File: config.mk
export PLATFORM = sky130hd
export DESIGN_NAME = alu_issue_stage
export DESIGN_NICKNAME = d
export VERILOG_FILES = /design/src/rtl/alu_pkg.sv /design/src/rtl/alu_ctl_decode.sv /design/src/rtl/alu_issue_stage.sv
export SDC_FILE = /design/constraint.sdc
export NUM_CORES = 1
export LEC_CHECK = 0
export ABC_AREA = 1
export CAP_MARGIN = 20
export CORE_ASPECT_RATIO = 0.5
export CORE_MARGIN = 10
export CORE_UTILIZATION = 50
export DETAILED_ROUTE_END_ITERATION = 7
export PLACE_DENSITY_LB_ADDON = 0.3
export SLEW_MARGIN = 20
export SYNTH_ARGS = -nofsm -noshare
export SYNTH_HDL_FRONTEND = slang
export SYNTH_HIERARCHICAL = 1
export SYNTH_SLANG_ARGS = --single-unit
File: constraint.sdc
create_clock -name clk -period 5.5 [get_ports clk]
set_clock_uncertainty 0.1 [all_clocks]
set_input_delay 0.825 -clock clk [delete_from_list [all_inputs] [get_ports clk]]
set_output_delay 0.825 -clock clk [all_outputs]
set_load 0.02 [all_outputs]
File: src/rtl/alu_pkg.sv
// Shared ALU control codes, ALUOp/funct encodings and the issue-stage entry record.
package alu_pkg;

    localparam logic [3:0] ALU_AND = 4'd0;
    localparam logic [3:0] ALU_OR  = 4'd1;
    localparam logic [3:0] ALU_ADD = 4'd2;
    localparam logic [3:0] ALU_SUB = 4'd6;
    localparam logic [3:0] ALU_SLT = 4'd7;
    localparam logic [3:0] ALU_NOR = 4'd12;

    typedef enum logic [1:0] {
        OP_ADD   = 2'b00,
        OP_SUB   = 2'b01,
        OP_RTYPE = 2'b10,
        OP_ORI   = 2'b11
    } alu_op_e;

    localparam logic [5:0] FN_ADD = 6'h20;
    localparam logic [5:0] FN_SUB = 6'h22;
    localparam logic [5:0] FN_AND = 6'h24;
    localparam logic [5:0] FN_OR  = 6'h25;
    localparam logic [5:0] FN_SLT = 6'h2A;
    localparam logic [5:0] FN_NOR = 6'h27;

    localparam int DATA_W_DEF = 32;
    localparam int REG_W_DEF  = 5;

    // Entry record at the default datapath widths, for consumers of the stage outputs.
    typedef struct packed {
        logic [3:0]            ctl;
        logic [DATA_W_DEF-1:0] a;
        logic [DATA_W_DEF-1:0] b;
        logic [REG_W_DEF-1:0]  dst;
        logic                  illegal;
    } alu_entry_t;

endpackage

File: src/rtl/alu_ctl_decode.sv
// Combinational ALUOp/funct -> 4-bit ALUctl decode; unknown R-type funct flags illegal.
module alu_ctl_decode
    import alu_pkg::*;
(
    input  logic [1:0] i_alu_op,
    input  logic [5:0] i_funct,
    output logic [3:0] o_ctl,
    output logic       o_illegal
);

    always_comb begin
        o_ctl     = ALU_AND;
        o_illegal = 1'b0;
        case (alu_op_e'(i_alu_op))
            OP_ADD: o_ctl = ALU_ADD;
            OP_SUB: o_ctl = ALU_SUB;
            OP_ORI: o_ctl = ALU_OR;
            OP_RTYPE: begin
                case (i_funct)
                    FN_ADD:  o_ctl = ALU_ADD;
                    FN_SUB:  o_ctl = ALU_SUB;
                    FN_AND:  o_ctl = ALU_AND;
                    FN_OR:   o_ctl = ALU_OR;
                    FN_SLT:  o_ctl = ALU_SLT;
                    FN_NOR:  o_ctl = ALU_NOR;
                    default: o_illegal = 1'b1;
                endcase
            end
            default: o_ctl = ALU_AND;
        endcase
    end

endmodule

File: src/rtl/alu_issue_stage.sv
// ID/EX stage feeding MIPSALU: decode, operand-B select, main+skid registers.
// One-cycle latency when empty; in_ready comes straight from the skid flag.
module alu_issue_stage
    import alu_pkg::*;
#(
    parameter int WIDTH = 32,
    parameter int IMM_W = 16,
    parameter int REG_W = 5
) (
    input  logic             clk,
    input  logic             reset,
    input  logic             flush,
    input  logic             in_valid,
    output logic             in_ready,
    input  logic [1:0]       in_alu_op,
    input  logic [5:0]       in_funct,
    input  logic             in_alu_src,
    input  logic [WIDTH-1:0] in_rs_data,
    input  logic [WIDTH-1:0] in_rt_data,
    input  logic [IMM_W-1:0] in_imm,
    input  logic [REG_W-1:0] in_dst,
    output logic             out_valid,
    input  logic             out_ready,
    output logic [3:0]       ALUctl,
    output logic [WIDTH-1:0] A,
    output logic [WIDTH-1:0] B,
    output logic [REG_W-1:0] out_dst,
    output logic             out_illegal
);

    typedef struct packed {
        logic [3:0]       ctl;
        logic [WIDTH-1:0] a;
        logic [WIDTH-1:0] b;
        logic [REG_W-1:0] dst;
        logic             illegal;
    } stage_entry_t;

    logic [3:0]       w_ctl;
    logic             w_illegal;
    logic [WIDTH-1:0] w_imm_ext;
    logic             w_acc;
    logic             w_cons;
    stage_entry_t     w_new;

    stage_entry_t     r_main;
    stage_entry_t     r_skid;
    logic             r_main_vld;
    logic             r_skid_vld;

    alu_ctl_decode u_decode (
        .i_alu_op  (in_alu_op),
        .i_funct   (in_funct),
        .o_ctl     (w_ctl),
        .o_illegal (w_illegal)
    );

    // ORI treats the immediate as unsigned; every other op sign-extends it.
    assign w_imm_ext = (alu_op_e'(in_alu_op) == OP_ORI)
                     ? {{(WIDTH-IMM_W){1'b0}}, in_imm}
                     : {{(WIDTH-IMM_W){in_imm[IMM_W-1]}}, in_imm};

    assign w_new.ctl     = w_ctl;
    assign w_new.a       = in_rs_data;
    assign w_new.b       = in_alu_src ? w_imm_ext : in_rt_data;
    assign w_new.dst     = in_dst;
    assign w_new.illegal = w_illegal;

    assign in_ready = !r_skid_vld;
    assign w_acc    = in_valid && in_ready;
    assign w_cons   = r_main_vld && out_ready;

    always_ff @(posedge clk or posedge reset) begin
        if (reset) begin
            r_main_vld <= 1'b0;
            r_skid_vld <= 1'b0;
            r_main     <= '0;
            r_skid     <= '0;
        end else if (flush) begin
            r_main_vld <= 1'b0;
            r_skid_vld <= 1'b0;
        end else if (!r_main_vld || w_cons) begin
            // Skid is only ever full alongside a full main, so it drains first to keep order.
            if (r_skid_vld) begin
                r_main     <= r_skid;
                r_main_vld <= 1'b1;
                r_skid_vld <= 1'b0;
            end else if (w_acc) begin
                r_main     <= w_new;
                r_main_vld <= 1'b1;
            end else begin
                r_main_vld <= 1'b0;
            end
        end else if (w_acc) begin
            r_skid     <= w_new;
            r_skid_vld <= 1'b1;
        end
    end

    assign out_valid   = r_main_vld;
    assign ALUctl      = r_main.ctl;
    assign A           = r_main.a;
    assign B           = r_main.b;
    assign out_dst     = r_main.dst;
    assign out_illegal = r_main.illegal;

endmodule
==> impl_metrics.py, run 1 <==
metrics = {
    "sta": {
        "rsz0062_at_grt": "false",
        "maxSlewViolCount": 0,
        "hold_viol": 0,
        "final-setup-viol-count": 0,
        "final.period_utilization_pct": 64.1,
        "post-route-min-period_ns": 3.52,
        "final.setup.worst_slack_ns": 1.98,
        "fin_tns_setup_ns": 0,
        "worst_slew_pin_slew_ns": 1.11,
        "fmaxAchievable_mhz": 284,
        "slew_headroom_pct": 26.2,
    },
    "grt": {
        "grt_remaining_overflow": 0,
        "grt_antenna_before_repair": 0,
        "vias_in_the_first_global_route": 6165,
        "grt_pass1_wl_mm": 30.9,
        "grt_start_max_net_pins": 127,
        "track_usage_pct": 18.5,
    },
    "flow_run": {
        "maxCapViolations": 0,
    },
    "clock_tree": {
        "clock_tree.buffer_depth": 2,
        "h-tree-depth": 4,
        "clock_tree.root_cell": "sky130_fd_sc_hd__clkbuf_16",
        "post_cts_hold_buffer_count": 0,
        "cts_made_buffers": 17,
        "clk-insertion-delay-late_ns": 0.41,
        "post_cts.resized_instances": 0,
        "clock-sinks": 150,
        "postCtsSetupRepairBufs": 0,
        "tritoncts": "done",
        "clkSlewWorstSetupHoldPaths_ns": 0.07,
    },
    "power_and_ir_drop": {
        "power.ir.vdd_worst_mv": 0.232,
        "leakage_dissipation_nw": 5.03,
        "power.density_cell_area_mw_per_mm2": 350,
    },
    "final_layout": {
        "regArea_sq_mm": 0.00375,
        "post_route_cells_drive_above_1_share_pct": 4.93,
        "final_nets": 1222,
        "flow.area_growth_from_synthesis_pct": 31.2,
        "final_common_cell": "sky130_fd_sc_hd__nand2_1",
        "layout_common_cells": "sky130_fd_sc_hd__nand2_1 (487), sky130_fd_sc_hd__clkdlybuf4s50_1 (174), sky130_fd_sc_hd__dfrtp_1 (149)",
        "multi_input_area_sq_mm": 0.00282,
        "n_fill_cell": 1142,
        "antenna-diode-count": 0,
    },
    "critical_path": {
        "critPathMaxFanout": 92,
        "r2r_start": "r_skid_vld",
        "crit_path_from": "r_skid_vld",
        "timing.critical_path.from_type": "flop",
        "critical_path_class": "flop to output port",
        "end_kind": "output port",
        "r2r_setup_slack_ns": 2.41,
        "timing.critical_path.to": "in_ready",
        "r2r_end": "B[23]",
        "crit_required_ns": 4.58,
        "critical_path_arrival_ns": 2.60,
        "reg2regPathDepth": 9,
    },
    "detailed_routing": {
        "detail_route.vias_per_cell": 4.81,
        "highest_layer": "met4",
        "met3WireLength_mm": 1.14,
        "met1_length_mm": 8.26,
        "route.final.wire_length_mm": 18.9,
        "post-route-drc-count": 0,
        "antenna_violating_nets_post_route": 0,
        "wl_met2_mm": 9.28,
        "number_of_vias_in_the_routed_layout": 6391,
        "drtIter0Drc": 374,
        "post_drt_wl_per_cell_microns": 14.2,
        "drt_pass1_iterations": 5,
    },
    "floorplanning": {
        "std_cell_rows": 30,
        "floorplan.die_area_sq_mm": 0.0200,
        "core_area_sq_mm": 0.0139,
        "chip_height_microns": 105,
        "floorplan.initialDensity_pct": 52.3,
        "io_pins": 175,
        "die_w_microns": 190,
    },
    "logic_synthesis": {
        "synth_sequential_area_ratio_pct": 51.8,
        "synth-edff-count": 0,
        "synthesis.yosys.warnings": 6,
        "synth_cell_type_count": 21,
        "mappedNetlistNets": 1079,
        "postSynthCellCount": 980,
        "ys.flop_type": "sky130_fd_sc_hd__dfrtp_1",
        "synthArstFlopShare_pct": 100,
        "synth_area_sq_mm": 0.00724,
        "synth_seq_cells": 150,
        "synth_area_per_cell_sq_um": 7.39,
    },
    "placed_design": {
        "post_dp_hpwl_mm": 12.4,
        "gp_routability_congestion": 0.799,
        "io_buffer_count": 174,
        "pre_cts_slack_ns": 2.09,
    },
    "status": {
        "status": "finished clean",
    },
    "min_path": {
        "worstHoldPathType": "flop to flop",
    },
}
Yosys cell counts (2+ instances only):
master / count / area [sq um]
sky130_fd_sc_hd__buf_4: 9 / 67.6
sky130_fd_sc_hd__nor2_2: 2 / 12.5
sky130_fd_sc_hd__buf_6: 12 / 135
sky130_fd_sc_hd__dfrtp_1: 150 / 3750
sky130_fd_sc_hd__inv_1: 84 / 315
sky130_fd_sc_hd__o21ai_0: 75 / 375
sky130_fd_sc_hd__nand3_2: 2 / 20.0
sky130_fd_sc_hd__nor2_4: 2 / 22.5
sky130_fd_sc_hd__nand3_1: 32 / 160
sky130_fd_sc_hd__o21ai_2: 4 / 35.0
sky130_fd_sc_hd__nand2_1: 487 / 1830
sky130_fd_sc_hd__o21ai_1: 16 / 80.1
sky130_fd_sc_hd__buf_2: 22 / 110
sky130_fd_sc_hd__clkbuf_1: 12 / 45.0
sky130_fd_sc_hd__inv_2: 5 / 18.8
sky130_fd_sc_hd__nor2_1: 61 / 229
flip-flops by register name, indices dropped and copies added (netlist names):
| name | count |
|---|---|
| out_dst | 5 |
| r_skid | 74 |
| out_valid | 1 |
| B | 32 |
| A | 32 |
| ALUctl | 4 |
| out_illegal | 1 |
| r_skid_vld | 1 |
critical path: stages, from the launching register on:
cell                              delay (ns)
sky130_fd_sc_hd__dfrtp_2                0.39
sky130_fd_sc_hd__buf_4                  0.38
sky130_fd_sc_hd__inv_2                  0.11
sky130_fd_sc_hd__buf_4                  0.54
sky130_fd_sc_hd__clkdlybuf4s50_1        0.73
stage by stage:
step           instances  area (sq um)  hold WS [ns]  utilization, %  power [mW]
2_1_floorplan        980          7240         0.343               -        1.85
3_3_place_gp        1296          8920         0.354            64.4        2.18
3_5_place_dp        1296          8930         0.359            64.5        2.21
4_1_cts             1328          9500         0.377            68.6        3.36
5_1_grt             1328          9500         0.390            68.6        3.50
6_report            1328          9500         0.376            68.6        3.32
cell type report:
cell class                 count  share of cell area, %
clock inverter                14                   1.46
inverter                      89                   3.57
clock buffer                  18                   4.52
tap                          192                   2.53
sequential                   150                   39.5
timing repair buffer         179                   18.7
multi-input combinational    686                   29.7
worst min-delay path by stage:
stage                from         end  slack [ns]  cells after the start
3_5_place_dp   r_skid[31]  r_skid[31]        0.36                      2
2_1_floorplan  r_skid[22]  r_skid[22]        0.34                      2
6_report       r_skid[25]  r_skid[25]        0.38                      2
4_1_cts        r_skid[36]  r_skid[36]        0.38                      2
5_1_grt        out_dst[1]  out_dst[1]        0.39                      2
3_3_place_gp   r_skid[31]  r_skid[31]        0.35                      2
metal layers:
metal	global-route usage [%]	vias up
li1	-	3247
met1	23.0	2966
met2	31.1	164
met3	4.88	14
met4	5.36	0
met5	0	-
report_power, final:
group          internal, mW  total [mW]  switching (mW)  leakage, nW
clock network         0.636        1.14           0.502        0.271
logic                 0.341       0.740           0.399         2.88
registers              1.32        1.44           0.121         1.89
total                  2.30        3.32            1.02         5.03
cell families (layout without fill, tap and decap cells):
| family | after synthesis | in the layout | synth area share (%) |
|---|---|---|---|
| AO/OA/AOI/OAI | 96 | 96 | 6.84 |
| AND/OR/NAND/NOR | 590 | 590 | 31.8 |
| flip-flops | 150 | 150 | 51.8 |
| buffers and inverters | 144 | 300 | 9.55 |
Power figures use the tool's default switching activity.
==> run 2: changes to the inputs <==
- clock period: 5.5 -> 3.3 ns (I/O delays scaled with it)
==> run 2 against run 1 <==
  * Critical path depth shrank 2
  * Total power grew 76%
  * Non-clock buffer count rose by 5
  * Via count grew 0.74%
  * Register-to-register slack got worse by 1.1 ns
  * Final cell count grew 0.23%
  * Largest cell class unchanged
==> impl_metrics.py, run 2 (synthesized netlist as in run 1, its figures left out) <==
metrics = {
    "critical_path": {
        "r2r_start": "r_skid_vld",
        "critical_path.slowest_cell": "sky130_fd_sc_hd__clkdlybuf4s50_1",
        "crit_chain": "inv_2, clkdlybuf4s50_1",
        "critical_path_arrival_ns": 1.80,
        "timing.critical_path.from_type": "flop",
        "crit_path_from": "r_skid_vld",
        "critPathMaxFanout": 21,
        "critical_path_class": "flop to output port",
        "end_kind": "output port",
        "critPathMaxStageDelay_ns": 0.64,
        "crit_required_ns": 2.70,
    },
    "grt": {
        "grt_pass1_wl_mm": 31.1,
        "grt_start_max_net_pins": 73,
        "grt_antenna_before_repair": 0,
        "track_usage_pct": 18.8,
        "grt_remaining_overflow": 0,
        "vias_in_the_first_global_route": 6289,
    },
    "detailed_routing": {
        "drt_pass1_iterations": 5,
        "route.final.wire_length_mm": 18.7,
        "drtIter0Drc": 434,
        "detail_route.vias_per_cell": 4.84,
        "post_drt_wl_per_cell_microns": 14.1,
        "antenna_violating_nets_post_route": 0,
        "post-route-drc-count": 0,
        "number_of_vias_in_the_routed_layout": 6438,
    },
    "power_and_ir_drop": {
        "leakage_dissipation_nw": 5.12,
        "power_total_mw": 5.83,
        "power.ir.vdd_worst_mv": 0.440,
        "clock_power_share_pct": 37.4,
        "cell_internal_pwr_mw": 4.20,
        "psw_mw": 1.63,
        "comb_power_share_pct": 21.3,
        "p_sw_share_pct": 28.0,
        "power.density_cell_area_mw_per_mm2": 604,
        "relative_contribution_of_sequential_cells_to_total_power_pct": 41.4,
    },
    "floorplanning": {
        "io_pins": 175,
        "floorplan.die_area_sq_mm": 0.0200,
        "floorplan.initialDensity_pct": 52.3,
        "std_cell_rows": 30,
        "core_area_sq_mm": 0.0139,
        "die_w_microns": 190,
        "chip_height_microns": 105,
    },
    "placed_design": {
        "dpl-instance-area_sq_mm": 0.00901,
        "io_buffer_count": 174,
        "post_dp_hpwl_mm": 12.6,
        "gp_routability_congestion": 0.812,
        "pre_cts_slack_ns": 0.912,
    },
    "clock_tree": {
        "clock-sinks": 150,
        "clk-insertion-delay-late_ns": 0.40,
        "clock_tree.root_cell": "sky130_fd_sc_hd__clkbuf_16",
        "post_cts.resized_instances": 0,
        "cts_made_buffers": 17,
        "h-tree-depth": 4,
        "tritoncts": "done",
        "post_cts_hold_buffer_count": 0,
        "postCtsSetupRepairBufs": 0,
        "clkSlewWorstSetupHoldPaths_ns": 0.06,
        "clock_tree.buffer_depth": 2,
    },
    "sta": {
        "post-route-min-period_ns": 2.40,
        "hold_viol": 0,
        "final.period_utilization_pct": 72.7,
        "maxSlewViolCount": 0,
        "rsz0062_at_grt": "false",
        "final.setup.worst_slack_ns": 0.900,
        "fin_tns_setup_ns": 0,
        "final-setup-viol-count": 0,
        "worst_slew_pin_slew_ns": 0.966,
        "fmaxAchievable_mhz": 417,
        "slew_headroom_pct": 35.2,
    },
    "final_layout": {
        "largest_register": "r_skid",
        "layout_common_cells": "sky130_fd_sc_hd__nand2_1 (487), sky130_fd_sc_hd__clkdlybuf4s50_1 (174), sky130_fd_sc_hd__dfrtp_1 (149)",
        "n_fill_cell": 1079,
        "final_nets": 1227,
        "flow.area_growth_from_synthesis_pct": 33.4,
        "post_route_cells_drive_above_1_share_pct": 5.09,
        "antenna-diode-count": 0,
        "largest_register_ffs": 74,
        "regArea_sq_mm": 0.00375,
        "multi_input_area_sq_mm": 0.00281,
        "final_common_cell": "sky130_fd_sc_hd__nand2_1",
        "fin_area_sq_mm": 0.00966,
    },
    "min_path": {
        "worstHoldPathType": "flop to flop",
        "startpoint_of_the_tightest_hold_check_path": "ALUctl[1]",
    },
    "flow_run": {
        "maxCapViolations": 0,
    },
    "status": {
        "status": "finished clean",
    },
}
-- run 2: changes by cell type in the layout (fill, tap and decap cells not counted), sizes merged --
cell and delta:
buf +5, bufinv +5, inv -7
-- run 2: power by group through the flow --
stage	Combinational (mW)	Sequential [mW]	Clock (mW)
final	1.24	2.41	2.18
after global routing	1.38	2.45	2.29
after CTS	1.27	2.41	2.21
after detailed placement	1.26	2.43	0
after global placement	1.23	2.41	0
after floorplan	0.503	2.59	0
-- run 2: worst max-delay path: cells and delay by family, from the launching register on --
kind	cells	cell delay (ns)
buffers and inverters	2	0.84
DFF	1	0.56
-- run 2: final timing paths --
check / endpoint / slack, ns / depth (start not counted)
max: in_ready / 0.90 / 2
min: ALUctl[1] / 0.37 / 2
max reg2reg: r_skid[45] / 1.33 / 5
min reg2reg: ALUctl[1] / 0.37 / 2
max in group asynchronous: r_skid[10] / 1.88 / 3
min in group asynchronous: A[29] / 0.44 / 2
-- run 2: stage by stage --
stage / instances / hold WS (ns) / util [%]
finish: 1331 / 0.375 / 69.8
global placement: 1301 / 0.353 / 65.0
floorplan: 980 / 0.343 / -
global route: 1331 / 0.390 / 69.8
detailed placement: 1301 / 0.359 / 65.0
CTS: 1331 / 0.374 / 69.8
-- run 2: metal layers --
metal  up-vias  wire length [microns]  share of wire, %  track usage, %
met5         -                      0                 0               0
met4         0                    370               2.0            6.03
met1      3001                   7900                42            22.8
met3        27                   1030               5.5            4.45
met2       154                   9420                50            32.3
li1       3256                      -                 -               -
-- run 2: area by class of cell --
class,count,area share (%)
clock buffer,18,4.44
tap,192,2.49
sequential,150,38.9
timing repair buffer,184,19.3
multi-input combinational,686,29.0
inverter,89,3.50
clock inverter,12,2.34
